[config.mk]
export PLATFORM = sky130hd
export DESIGN_NAME = regfile_sb
export DESIGN_NICKNAME = d
export VERILOG_FILES = /design/src/rtl/regfile_pkg.sv /design/src/rtl/regfile_scoreboard.sv /design/src/rtl/regfile_sb.sv
export SDC_FILE = /design/constraint.sdc
export NUM_CORES = 2
export LEC_CHECK = 0
export CAP_MARGIN = 10
export CORE_UTILIZATION = 45
export DETAILED_ROUTE_END_ITERATION = 8
export GPL_ROUTABILITY_DRIVEN = 0
export SLEW_MARGIN = 30
export SYNTH_ARGS = -nofsm -noshare
export SYNTH_HDL_FRONTEND = slang
export SYNTH_SLANG_ARGS = --single-unit
[constraint.sdc]
create_clock -name clk -period 37.6 [get_ports clk]
set_clock_uncertainty 0.1 [all_clocks]
set_input_delay 7.52 -clock clk [delete_from_list [all_inputs] [get_ports clk]]
set_output_delay 7.52 -clock clk [all_outputs]
set_load 0.02 [all_outputs]
[src/rtl/regfile_pkg.sv]
// Shared sizing constants and write-port payload type for the scoreboarded register file.
package regfile_pkg;

  localparam int unsigned XLEN_DEF  = 32;
  localparam int unsigned NREGS_DEF = 32;
  localparam int unsigned NRD_MAX   = 4;
  localparam int unsigned XLEN_MAX  = 64;
  localparam int unsigned AW_MAX    = 8;

  function automatic int unsigned addr_w(input int unsigned nregs);
    return (nregs > 1) ? $clog2(nregs) : 1;
  endfunction

  localparam int unsigned AW_DEF = addr_w(NREGS_DEF);

  // Write request sized for the widest supported configuration; narrower ports zero-extend.
  typedef struct packed {
    logic                we;
    logic [AW_MAX-1:0]   wa;
    logic [XLEN_MAX-1:0] wd;
  } wreq_t;

endpackage

[src/rtl/regfile_scoreboard.sv]
// Per-register busy tracking for long-latency destinations and the resulting issue stall.
module regfile_scoreboard
  import regfile_pkg::*;
#(
  parameter int unsigned NREGS  = NREGS_DEF,
  parameter int unsigned NRD    = 2,
  parameter bit          BYPASS = 1'b1,
  parameter int unsigned AW     = addr_w(NREGS)
) (
  input  logic              clk,
  input  logic              reset,
  input  logic [NRD*AW-1:0] rs,
  input  logic [NRD-1:0]    rs_used,
  input  logic              we1,
  input  logic [AW-1:0]     wa1,
  input  logic              iss_valid,
  input  logic [AW-1:0]     iss_rd,
  input  logic              iss_long,
  output logic [NREGS-1:0]  busy,
  output logic              stall_c
);

  logic [NREGS-1:0] busy_q;
  logic [NREGS-1:0] busy_d;
  logic [NREGS-1:0] set_c;
  logic [NREGS-1:0] clr_c;
  logic [AW-1:0]    rs_a [NRD];
  logic [NRD-1:0]   hazard_c;
  logic             waw_c;

  always_comb begin
    for (int i = 0; i < NRD; i++) begin
      rs_a[i] = rs[i*AW +: AW];
    end
  end

  // A long-latency writeback arriving this cycle only hides the hazard when it is forwarded.
  always_comb begin
    hazard_c = '0;
    for (int i = 0; i < NRD; i++) begin
      hazard_c[i] = rs_used[i] && busy_q[rs_a[i]] && !(BYPASS && we1 && (wa1 == rs_a[i]));
    end
    waw_c   = iss_valid && (iss_rd != '0) && busy_q[iss_rd] && !(BYPASS && we1 && (wa1 == iss_rd));
    stall_c = (|hazard_c) || waw_c;
  end

  // Set has priority over a same-cycle clear; register 0 never becomes busy.
  always_comb begin
    set_c  = '0;
    clr_c  = '0;
    busy_d = '0;
    for (int r = 1; r < NREGS; r++) begin
      set_c[r]  = iss_valid && iss_long && !stall_c && (iss_rd == AW'(r));
      clr_c[r]  = we1 && (wa1 == AW'(r));
      busy_d[r] = set_c[r] | (busy_q[r] & ~clr_c[r]);
    end
  end

  always_ff @(posedge clk or posedge reset) begin
    if (reset) begin
      busy_q <= '0;
    end else begin
      busy_q <= busy_d;
    end
  end

  assign busy = busy_q;

endmodule

[src/rtl/regfile_sb.sv]
// Integer register file with two write ports, same-cycle bypass and a built-in busy scoreboard.
module regfile_sb
  import regfile_pkg::*;
#(
  parameter int unsigned XLEN   = XLEN_DEF,
  parameter int unsigned NREGS  = NREGS_DEF,
  parameter int unsigned NRD    = 2,
  parameter bit          BYPASS = 1'b1,
  localparam int unsigned AW    = addr_w(NREGS)
) (
  input  logic                clk,
  input  logic                reset,
  input  logic [NRD*AW-1:0]   rs,
  input  logic [NRD-1:0]      rs_used,
  output logic [NRD*XLEN-1:0] rdata,
  input  logic                we0,
  input  logic [AW-1:0]       wa0,
  input  logic [XLEN-1:0]     wd0,
  input  logic                we1,
  input  logic [AW-1:0]       wa1,
  input  logic [XLEN-1:0]     wd1,
  input  logic                iss_valid,
  input  logic [AW-1:0]       iss_rd,
  input  logic                iss_long,
  output logic                stall,
  output logic [NREGS-1:0]    busy,
  output logic                wr_conflict
);

  wreq_t           w0;
  wreq_t           w1;
  logic            unused_wreq;
  logic [XLEN-1:0] regs_q [NREGS];
  logic [AW-1:0]   rs_a   [NRD];

  always_comb begin
    w0    = '0;
    w0.we = we0;
    w0.wa = AW_MAX'(wa0);
    w0.wd = XLEN_MAX'(wd0);
    w1    = '0;
    w1.we = we1;
    w1.wa = AW_MAX'(wa1);
    w1.wd = XLEN_MAX'(wd1);
  end

  // Zero-extension bits above the configured widths carry no information.
  assign unused_wreq = ^{w0, w1};

  // Port 1 wins a same-address collision; register 0 is never written.
  always_ff @(posedge clk or posedge reset) begin
    if (reset) begin
      for (int r = 0; r < NREGS; r++) begin
        regs_q[r] <= '0;
      end
    end else begin
      for (int r = 1; r < NREGS; r++) begin
        if (w1.we && (w1.wa == AW_MAX'(r))) begin
          regs_q[r] <= XLEN'(w1.wd);
        end else if (w0.we && (w0.wa == AW_MAX'(r))) begin
          regs_q[r] <= XLEN'(w0.wd);
        end
      end
    end
  end

  always_ff @(posedge clk or posedge reset) begin
    if (reset) begin
      wr_conflict <= 1'b0;
    end else begin
      wr_conflict <= w0.we && w1.we && (w0.wa == w1.wa) && (w1.wa != '0);
    end
  end

  always_comb begin
    for (int i = 0; i < NRD; i++) begin
      rs_a[i] = rs[i*AW +: AW];
    end
  end

  // Combinational read with optional forwarding of this cycle's write data.
  always_comb begin
    rdata = '0;
    for (int i = 0; i < NRD; i++) begin
      if (rs_a[i] == '0) begin
        rdata[i*XLEN +: XLEN] = '0;
      end else if (BYPASS && w1.we && (w1.wa == AW_MAX'(rs_a[i]))) begin
        rdata[i*XLEN +: XLEN] = XLEN'(w1.wd);
      end else if (BYPASS && w0.we && (w0.wa == AW_MAX'(rs_a[i]))) begin
        rdata[i*XLEN +: XLEN] = XLEN'(w0.wd);
      end else begin
        rdata[i*XLEN +: XLEN] = regs_q[rs_a[i]];
      end
    end
  end

  regfile_scoreboard #(
    .NREGS  (NREGS),
    .NRD    (NRD),
    .BYPASS (BYPASS),
    .AW     (AW)
  ) u_scoreboard (
    .clk       (clk),
    .reset     (reset),
    .rs        (rs),
    .rs_used   (rs_used),
    .we1       (we1),
    .wa1       (wa1),
    .iss_valid (iss_valid),
    .iss_rd    (iss_rd),
    .iss_long  (iss_long),
    .busy      (busy),
    .stall_c   (stall)
  );

endmodule

# --- Yosys cells after proc, flatten, opt, wreduce, memory -nomap -nowiden ---
# Cells that the tools add are included.
totals:
  ff_bits: 1024
  wordCells: 463
op_classes:
  order_cmp: 5
  n_eq_ne: 99
  n_mux: 80
  n_bitwise: 95
  n_reduce_logical: 151
ops:
  columns: ["cell", "n"]
  rows:
  - ["32-bit two-way mux", 72]
  - ["32-bit binary-select mux with 5-bit select", 2]
  - ["5-bit equality test (second input constant)", 48]
  - ["5-bit by 4-bit equality test with 1-bit output (second input constant)", 24]
  - ["1-bit logical AND", 110]
  - ["2-bit nonzero test", 31]
  - ["5-bit by 3-bit equality test with 1-bit output (second input constant)", 12]
  - ["1-bit bitwise AND", 31]
  - ["1-bit inverter", 31]
  - ["1-bit bitwise OR", 31]
  - ["5-bit by 2-bit equality test with 1-bit output (second input constant)", 6]
  - ["5-bit equality test", 6]
  - ["5-bit by 6-bit < comparator with 1-bit output (second input constant)", 3]
  - ["1-bit binary-select mux with 5-bit select", 3]
  - ["5-bit by 1-bit equality test with 1-bit output (second input constant)", 3]
  - ["6-bit greater-or-equal comparator (second input constant)", 2]
  - ["5-bit inverter with 6-bit output", 2]
  - ["5-bit zero test", 2]
  - ["8-bit nonzero test", 1]
  - ["5-bit nonzero test", 1]
  - ["1-bit zero test", 4]
  - ["1-bit two-way mux", 3]
  - ["2-bit OR reduction", 1]
  - ["1-bit logical OR", 1]

# --- Longest topological paths before layout ---
depth:
  ltp_word: 10
  depth_mapped: 10
  depth_no_buf: 6

# --- Cells and area by module ---
# From an unflattened synthesis, not the netlist that was laid out.
hier_totals:
  hier_cells: 6907
  area_unflattened_um2: 67452.2
modules_own_cells:
  columns: ["mod", "n_inst", "cells_per_inst", "area_per_inst_um2"]
  rows:
  - ["regfile_sb", 1, 6631, 64732.1]
  - ["regfile_scoreboard", 1, 276, 2720.1]

# --- Worst setup path before layout ---
# Ideal clock, no wire load.
synth_path:
  kind: "input to output"
  start: "input rs[5]"
  end: "output rdata[53]"
  arrival_time_ns: 9.622
  setup_slack_ns: 20.358
  cell_stages: 7
  cell_sequence: "buf_2 buf_2 buf_2 mux4_2 mux4_2 mux2i_1 a21oi_1"
synth_between:
  elab_chain_cells: 7
  elab_cells_between_ends: 12
  cone_classes: "eq/ne: 2; mux: 6; bitwise: 1; reduce/logical: 3"
synth_lines:
  columns: ["item", "line_no", "source"]
  rows:
  - ["start, declared", "regfile_sb.sv:13", "input logic [NRD*AW-1:0] rs,"]
  - ["5-bit inverter with 6-bit output (implied by the code)", "regfile_sb.sv:92", "rdata[i*XLEN +: XLEN] = regs_q[rs_a[i]];"]
  - ["32-bit binary-select mux with 5-bit select", "regfile_sb.sv:92", null]
  - ["32-bit two-way mux (implied by the code) (2 in a row)", "regfile_sb.sv:92", null]
  - ["32-bit two-way mux", "regfile_sb.sv:89", "end else if (BYPASS && w0.we && (w0.wa == AW_MAX'(rs_a[i]))) begin"]
  - ["32-bit two-way mux", "regfile_sb.sv:87", "end else if (BYPASS && w1.we && (w1.wa == AW_MAX'(rs_a[i]))) begin"]
  - ["32-bit two-way mux *", "regfile_sb.sv:85", "if (rs_a[i] == '0) begin"]
  - ["end, declared", "regfile_sb.sv:15", "output logic [NRD*XLEN-1:0] rdata,"]
# Every way passes the cells marked *; elsewhere a longest branch is shown, timed or not. The select of a mux whose other input is x is not followed.

# --- Final worst setup path ---
layout_path:
  start: "input rs[1]"
  end: "output rdata[20]"
# The elaborated chain is that of the path after synthesis.

==> out/metrics.cfg <==
[clock_network]
clk_latency_ns=0.77
cts_root_buffer=clkbuf_16
path_clk_slew_ns=0.06
post_cts_buffers=0
htreeDepth=3
clockBufferDepth=3
cts_resized=0
cts_hold_buffers=0
cts-buffers-inserted=119
cts_tree=yes
clkSinkCount=1024

[synthesis]
synth_cells=6702
yosysTopAreaCell=dfrtp_1
synthTopCellsByCount=1451 x mux2i_1, 1024 x dfrtp_1, 929 x a21oi_1, 822 x nor2_1, 527 x clkbuf_1
synth_top_family_by_area=multiplexers
synthXorXnorAreaFrac_pct=0.383
yosys.area.top_type_share_pct=38.6
yosysWarnings=32
synthMuxAreaShare_pct=33.9
ys_ff_latch=1024
avgSynthCellArea_sq_um=9.91
synth-seq-area-share_pct=38.6
yosysMostFrequentCell=mux2i_1
ys_async_sr_fraction_pct=100
ys_top_cells_by_area=dfrtp_1 39%, mux2i_1 22%, mux4_2 11%, a21oi_1 7.0%, nor2_1 4.6%
syn_area_sq_mm=0.0664
ys_dominant_reg_cell=dfrtp_1
syn_nets=6799
synth-edff-count=0
synth_fa_ha_area_share_pct=0
synth_compound_area_share_pct=12.8
ys_types=62
synth-simple-area-share_pct=9.12

[placement]
place_ws_ns=16.87
dpl.hpwl_um=150000
port_buffers=193

[sta]
rsz0062_at_grt=no
setup_ws_ns=17.28
relSlewSlack_pct=25.7
fin_crit_sh_pct=54.0
setup_viol=0
clock.fmax_ghz=0.0492
finalCriticalPeriod_ns=20.32
tns_ns=0
slew_viol_final=0
final-hold-violation-count=0
tightest_slew_ns=1.11

[drt]
num_vias=56100
dr.pass1.iters=9
routed_wirelength_um=273000
post_drt_via_cell_ratio=6.68
route.detailed.wl_per_inst_um=32.5
drt_iter0_drc=7569
detail-route-antenna-nets=0
drcViolationCount=0

[worst_setup_path]
cp.required_ns=29.98
cp-end-kind=output pin
worstPathMaxFanout=70
crit_type=in -> out
cp.arrival_ns=12.70
cp-start-kind=input pin

[layout]
drive_gt1_share_pct=13.7
nets=6463
area_growth_pct=11.4

[die]
ios=195
dieWidth_um=386
num_rows=140
core_sq_mm=0.146
start_util_pct=45.4
die-area_sq_mm=0.149
die_h_um=386

[global_route]
grt_overflow_total=0
grt_pass1_vias=52800
grt_max_degree=139
grt_pass1_wl_um=390000
grt_usage_pct=36.2
antenna_found_initial=9

[power_and_ir_drop]
leakagePower_nw=32.5
total_power_mw=3.97
peakVddDrop_v=0.0000396
power_density_mw_per_mm2=53.7

[run_status]
status=completed

[run]
max_cap_viol_count=0

[min_path]
hp-class=reg -> reg

-- registers in the layout, indices dropped and copies added, names as in the netlist --
name,flops
wr_conflict,1
u_scoreboard.busy,31
regs_q,992
-- power by group --
| group | leakage (nW) | internal, mW | switching (mW) |
|---|---|---|---|
| clock network | 2.05 | 0.737 | 0.513 |
| logic | 18.2 | 0.547 | 0.511 |
| registers | 12.3 | 1.40 | 0.259 |
| total | 32.5 | 2.68 | 1.28 |
-- cell families (layout without fill, tap and decap cells) --
group / count (synthesis) / after routing
AO/OA/AOI/OAI: 1495 / 1495
flip-flops: 1024 / 1024
XOR/XNOR: 29 / 29
buffers and inverters: 854 / 620
other: 1 / 7
multiplexers: 1823 / 1823
AND/OR/NAND/NOR: 1476 / 1476
-- worst max-delay path, stage by stage --
cell	delay (ns)
buf_8	0.53
buf_4	0.79
buf_4	0.77
buf_4	0.79
mux2i_1	0.16
a22oi_1	0.28
nand3_1	0.12
nand4_1	0.12
o22ai_1	0.09
o21ai_1	0.60
clkdlybuf4s50_1	0.74
-- worst paths after layout --
| path | from | to | slack [ns] | cells after the start |
|---|---|---|---|---|
| worst min-delay path | regs_q[900] | regs_q[900] | 0.48 | 2 |
| max in group asynchronous | reset | regs_q[597] | 26.89 | 6 |
| min in group asynchronous | reset | regs_q[228] | 7.18 | 2 |
| worst max register to register | u_scoreboard.busy[30] | u_scoreboard.busy[6] | 34.90 | 6 |
| worst max-delay path | rs[1] | rdata[20] | 17.28 | 11 |
| worst min register to register | regs_q[900] | regs_q[900] | 0.48 | 2 |
-- layer usage --
metal	part of all wire [%]	up-vias	GRT usage, %
met5	0.019	-	0
met4	6.0	8	19.3
met3	11	870	8.65
met2	45	3632	55.5
met1	38	27900	47.3
li1	-	23600	-
-- cell usage in the layout (no fill, tap or decap), types with 14 or more instances in the layout --
master           count
clkbuf_8            25
nor2_4              14
nand2_4             18
bufinv_16           15
a211oi_1            34
nand2_1            365
o22ai_1             34
clkdlybuf4s50_1    185
a22o_1              32
nor2_1             807
o21ai_0             81
nand3_1            124
o21ai_1            177
mux2_2              32
clkbuf_16          120
dfrtp_1           1024
o221ai_1            35
a22oi_1            120
buf_4              170
o31ai_2             27
xor2_1              16
mux2i_1           1451
clkinv_2            28
mux4_2             333
a21oi_1            929
clkbuf_1            28
nand4_1             34
-- area by class of cell --
cell class	instances	area, sq um
Antenna cell	6	15.0
Clock buffer	173	3450
Clock inverter	50	684
Fill cell	13200	72200
Inverter	9	46.3
Multi-Input combinational cell	4824	38000
Sequential cell	1024	25600
Tap cell	1917	2400
Timing Repair Buffer	388	3720
-- metrics by stage --
stage	util [%]	cells	area (sq um)	hold WS [ns]
2_1_floorplan	-	6702	66400	0.430
3_3_place_gp	47.4	8148	69300	0.452
3_5_place_dp	47.7	8158	69600	0.466
4_1_cts	50.5	8381	73800	0.480
5_1_grt	50.6	8388	73900	0.499
6_report	50.6	8391	73900	0.479
No activity file was read; power rests on OpenSTA's default activity.
